`src/rtl/inst_fetch.sv`:
```
// Instruction-fetch stage: program counter, imem address and IF/ID register.
// Redirects from EX (branch) and ID (jump) squash the fetched slot.
module inst_fetch #(
    parameter logic [31:0] RESET_PC = 32'h0000_0000,
    parameter logic [31:0] NOP_INST = 32'h0000_0000
) (
    input  logic        clk,
    input  logic        reset,
    input  logic        stall,
    input  logic        branch_taken,
    input  logic [31:0] branch_target,
    input  logic        jump,
    input  logic [31:0] jump_target,
    input  logic        imem_ready,
    input  logic [31:0] imem_data,
    output logic [31:0] imem_addr,
    output logic [31:0] if_id_inst,
    output logic [31:0] if_id_pc_plus4,
    output logic        if_id_valid,
    output logic [31:0] fetch_count
);

    logic [31:0] pc;
    logic [31:0] pc_plus4;

    assign pc_plus4  = pc + 32'd4;
    assign imem_addr = pc;

    // PC and IF/ID update; the older redirect (branch) beats the younger one.
    always_ff @(posedge clk) begin
        if (reset) begin
            pc             <= RESET_PC;
            if_id_inst     <= NOP_INST;
            if_id_pc_plus4 <= 32'd0;
            if_id_valid    <= 1'b0;
            fetch_count    <= 32'd0;
        end else if (branch_taken) begin
            pc             <= {branch_target[31:2], 2'b00};
            if_id_inst     <= NOP_INST;
            if_id_pc_plus4 <= 32'd0;
            if_id_valid    <= 1'b0;
        end else if (jump) begin
            pc             <= {jump_target[31:2], 2'b00};
            if_id_inst     <= NOP_INST;
            if_id_pc_plus4 <= 32'd0;
            if_id_valid    <= 1'b0;
        end else if (stall) begin
            pc             <= pc;
        end else if (!imem_ready) begin
            if_id_inst     <= NOP_INST;
            if_id_pc_plus4 <= 32'd0;
            if_id_valid    <= 1'b0;
        end else begin
            pc             <= pc_plus4;
            if_id_inst     <= imem_data;
            if_id_pc_plus4 <= pc_plus4;
            if_id_valid    <= 1'b1;
            fetch_count    <= fetch_count + 32'd1;
        end
    end

endmodule

```
`config.mk`:
```
export PLATFORM = sky130hd
export DESIGN_NAME = inst_fetch
export DESIGN_NICKNAME = d
export VERILOG_FILES = /design/src/rtl/inst_fetch.sv
export SDC_FILE = /design/constraint.sdc
export NUM_CORES = 1
export LEC_CHECK = 0
export CORE_MARGIN = 3
export CORE_UTILIZATION = 49
export CTS_BUF_LIST = sky130_fd_sc_hd__clkbuf_4
export CTS_CLUSTER_SIZE = 8
export DETAILED_ROUTE_END_ITERATION = 7
export GPL_TIMING_DRIVEN = 1
export PLACE_DENSITY = 0.95
export SKIP_LAST_GASP = 1
export SLEW_MARGIN = 20
export SYNTH_ARGS = -nofsm -noshare
export SYNTH_HDL_FRONTEND = slang
export SYNTH_SLANG_ARGS = --single-unit
export TNS_END_PERCENT = 30
```
`constraint.sdc`:
```
create_clock -name clk -period 3.9 [get_ports clk]
set_input_delay 1.17 -clock clk [delete_from_list [all_inputs] [get_ports clk]]
set_output_delay 1.17 -clock clk [all_outputs]
set_load 0.005 [all_outputs]
```
# ---- After elaboration in Yosys (flattened, before gate mapping)
# Index checks and enable logic that the tools add are counted.
# Widths: inputs -> output; s select.
dict set report totals {
  register_bits 129
  output_inout_bits 129
  elab_cells 24
}
dict set report classes {
  n_addsub 2
  eq_ne 1
  n_mux 7
  n_bitwise 3
  n_reduce_logical 5
}
# op n
set op_table {}
lappend op_table {{$mux 32} 6}
lappend op_table {{$add 32x1->32 const B} 1}
lappend op_table {{$add 32x3->32 const B} 1}
lappend op_table {{$reduce_and 2->1} 2}
lappend op_table {{$reduce_and 4->1} 1}
lappend op_table {{$ne 3x1->1 const B} 1}
lappend op_table {{$not 1->1} 3}
lappend op_table {{$reduce_bool 3->1} 1}
lappend op_table {{$reduce_or 3->1} 1}
lappend op_table {{$mux 1} 1}

# ---- Logic depth before layout (Yosys ltp)
dict set report depth {
  ltp_word 5
  depth_mapped 8
  mapped_depth_nobuf 6
}

# ---- Worst setup path after synthesis
# No wires, ideal clock.
dict set report synth_path {
  path_kind {input -> register}
  start {input port stall}
  end {register fetch_count[31]}
  setup_ns 0.070
  arrival_time_ns 2.805
  setup_slack_ns 1.024
  cell_stages 6
  path_buffers 1
  path_cell_list {or4b_1 > buf_2 > nor3_4 > nand3_4 > or3_1 > a21oi_1}
}
dict set report synth_via {
  elab_chain_cells 2
}
# element line_no
set synth_lines {}
lappend synth_lines {{from (decl)} 9} ;# input logic stall,
lappend synth_lines {{$not 1->1 (no source line)} -}
lappend synth_lines {{$reduce_and 4->1 (no source line)} -}
lappend synth_lines {{to (signal assigned)} 58} ;# fetch_count <= fetch_count + 32'd1;
lappend synth_lines {{to (decl)} 20} ;# output logic [31:0] fetch_count
# Every way passes these cells.
# A chain may end at the register's enable or synchronous reset.

# ---- Worst setup path in the final report
dict set report layout_path {
  start {input port imem_ready}
  end {register fetch_count[26]}
}
dict set report layout_via {
  elab_chain_cells 1
}
# element line_no
set layout_lines {}
lappend layout_lines {{from (decl)} 14} ;# input logic imem_ready,
lappend layout_lines {{$reduce_and 4->1 (no source line)} -}
# Every way passes these cells.

==> flow_summary.toml <==
[outcome]
status = "finished, final reports clean"

[worst_setup_path]
cp-start-kind = "input pin"
slowest_delay_ps = 650
cp-end-kind = "flop"
crit_family = "simple AND/OR/NAND/NOR gates"
critPathKind = "in2reg"
crit_path_cell_trace = "clkdlybuf4s50_1 > or4b_1 > nor3_2 > nand3_1 > or3_1 > a21oi_1"
path_max_fanout = 6
cp.arrival_ps = 3510
critPathRequiredTime_ps = 4370
cp_slowest_cell = "or4b_1"
crit_buf_inv = 1

[detailed_routing]
routed_wl_mm = 19.7
ant_nets = 0
drc_errors = 0
drtIter0Drc = 620
viasPerCell = 5.91
drt_pass1_iterations = 7
wl_per_cell_um = 18.3
vias = 6368

[layout]
drive_gt1_share_pct = 6.00
regArea_mm2 = 0.00250
nets = 1026
area_delta_synth_final_pct = 44.8
nFillCells = 858
multiInputGateArea_mm2 = 0.00314

[clocking]
htree_levels = 4
numCtsBuffers = 17
clkSlewWorstSetupHoldPaths_ps = 100
clk_latency_ps = 540
cts_buffer_depth = 2
cts-root-buf = "clkbuf_4"
cts_tree = "yes"
cts.repair.resized = 0
holdBufCountCts = 0
post_cts_buffers = 0
cts_num_sinks = 125

[grt]
grt_overflow_total = 0
grt.total_usage_pct = 29.1
grt_start_max_net_pins = 44
grt_pass1_vias = 6215
antenna_found_initial = 1
grt_pass1_wl_mm = 30.6

[placement]
gp_congestion = 0.852
portBuffers = 222
hpwlAfterDp_mm = 14.1

[logic_synthesis]
synth_edf_count = 0
ys.flop_type = "dfxtp_1"
syn_area_mm2 = 0.00588
synthTopCellsByArea = "dfxtp_1 43%, nor2_1 5.8%, a22oi_1 5.6%"
postSynthCellCount = 712
synth_top_area_share_pct = 42.6
synth_cell_types = 54
yosysMostFrequentCell = "dfxtp_1"
seq_area_frac_synth_pct = 42.6
async_flop_share_pct = 0
yosysWarnings = 0
syn_area_per_cell_um2 = 8.26
yosys-top-cells-count = "125 x dfxtp_1, 91 x nor2_1, 68 x nand2_1, 44 x a22oi_1, 40 x clkbuf_1"
yosysTopAreaCell = "dfxtp_1"
ys_ff_latch = 125

[sta]
final.setup.tns_ps = 0
fin_crit_sh_pct = 78.0
max_clock_freq_mhz = 329
hold_violations = 0
fin_skew_ps = 18.8
slew_viol_final = 0
worst_pin_slew_ps = 1020
slew_headroom_pct = 31.8
whs_ps = 457
setup_viol = 0
rsz0062_at_grt = "no"
finalWorstPathRequiredPeriod_ps = 3040

[floorplanning]
die-area_mm2 = 0.0133
die_w_um = 116
num_io_pins = 231
core-area_mm2 = 0.0116
num_rows = 39
start_util_pct = 50.8
die_h_um = 116

[pwr]
ir_worst_vdd_mv = 0.279
p_leak_nw = 2.97
p_per_area_mw_per_mm2 = 319

[run]
maxCapViolCount = 0

[hold_path]
hold_path_class = "reg2reg"
[state kept, by name (all words and copies together) (netlist names)]
signal,flops
fetch_count,32
if_id_inst,32
if_id_valid,1
if_id_pc_plus4,30
imem_addr,30
[cells in the final DEF, fill, tap and decap left out, drive strengths merged, types with 7 or more instances in the layout]
cell	netlist	layout
clkdlybuf4s50	0	220
dfxtp	125	125
nor2	91	91
nand2	68	68
a22oi	44	44
o21ai	40	40
a21oi	34	34
xor2	31	31
nand3	28	28
xnor2	23	23
nor3	23	23
nand4	21	21
clkbuf	40	20
buf	12	20
inv	12	12
and4	11	11
a211oi	11	11
and3	10	10
or3	10	10
and2	10	10
nor4	9	9
o31ai	8	8
clkinv	0	7
[path summary, 6_finish.rpt]
path                      startpoint                 end  slack (ps)  depth (start not counted)
setup / recovery          imem_ready     fetch_count[26]         860                          6
hold / removal    if_id_pc_plus4[26]  if_id_pc_plus4[26]         460                          2
setup reg to reg        imem_addr[4]  if_id_pc_plus4[20]        1290                          5
hold reg to reg   if_id_pc_plus4[26]  if_id_pc_plus4[26]         460                          2
[power breakdown]
part / internal [W] / switching (W)
combinational: 0.000208 / 0.000167
sequential: 0.00131 / 0.0000464
clock: 0.000514 / 0.000471
[through the flow]
| stage | cells | instance area, µm² | worst slack, ps | utilization (%) | power (W) |
|---|---|---|---|---|---|
| final | 1078 | 8510 | 858 | 73.6 | 0.00271 |
| after CTS | 1077 | 8510 | 923 | 73.6 | 0.00271 |
| after floorplan | 715 | 5890 | 1020 | - | 0.00153 |
| after global routing | 1078 | 8510 | 741 | 73.6 | 0.00281 |
| after detailed placement | 1046 | 8210 | 367 | 71.0 | 0.00175 |
| after global placement | 1046 | 8210 | 431 | 71.0 | 0.00174 |
[worst reg2reg max path: stages, from the launching register on]
cell and delay, ps:
dfxtp_1 500, and4_1 410, nand4_1 610, or4_1 730
and2_1 170, o21ai_1 110
[routing by layer]
layer	vias up	track usage (%)	routed length, µm
met5	-	0	0
met4	0	11.1	715
met3	63	10.2	1930
met2	365	49.2	9550
met1	2964	33.8	7540
li1	2976	-	-
[final cells by class]
| cell class | count | area share [%] |
|---|---|---|
| timing repair buffer | 240 | 27.6 |
| antenna | 1 | 0.0294 |
| inverter | 12 | 0.529 |
| multi-input combinational | 526 | 36.9 |
| sequential | 125 | 29.4 |
| clock buffer | 20 | 1.76 |
| clock inverter | 11 | 1.75 |
| tap | 143 | 2.10 |
[logic make-up after synthesis]
group                      synth area share, %
AOI/OAI and AO/OA                         18.8
xor gates and xnor gates                  8.04
adders and majority gates                0.426
buffers and inverters                     4.41
DFF                                       42.6
muxes                                    0.851
other                                   0.0638
and+or+nand+nor                           24.9
Power figures use the tool's default switching activity.
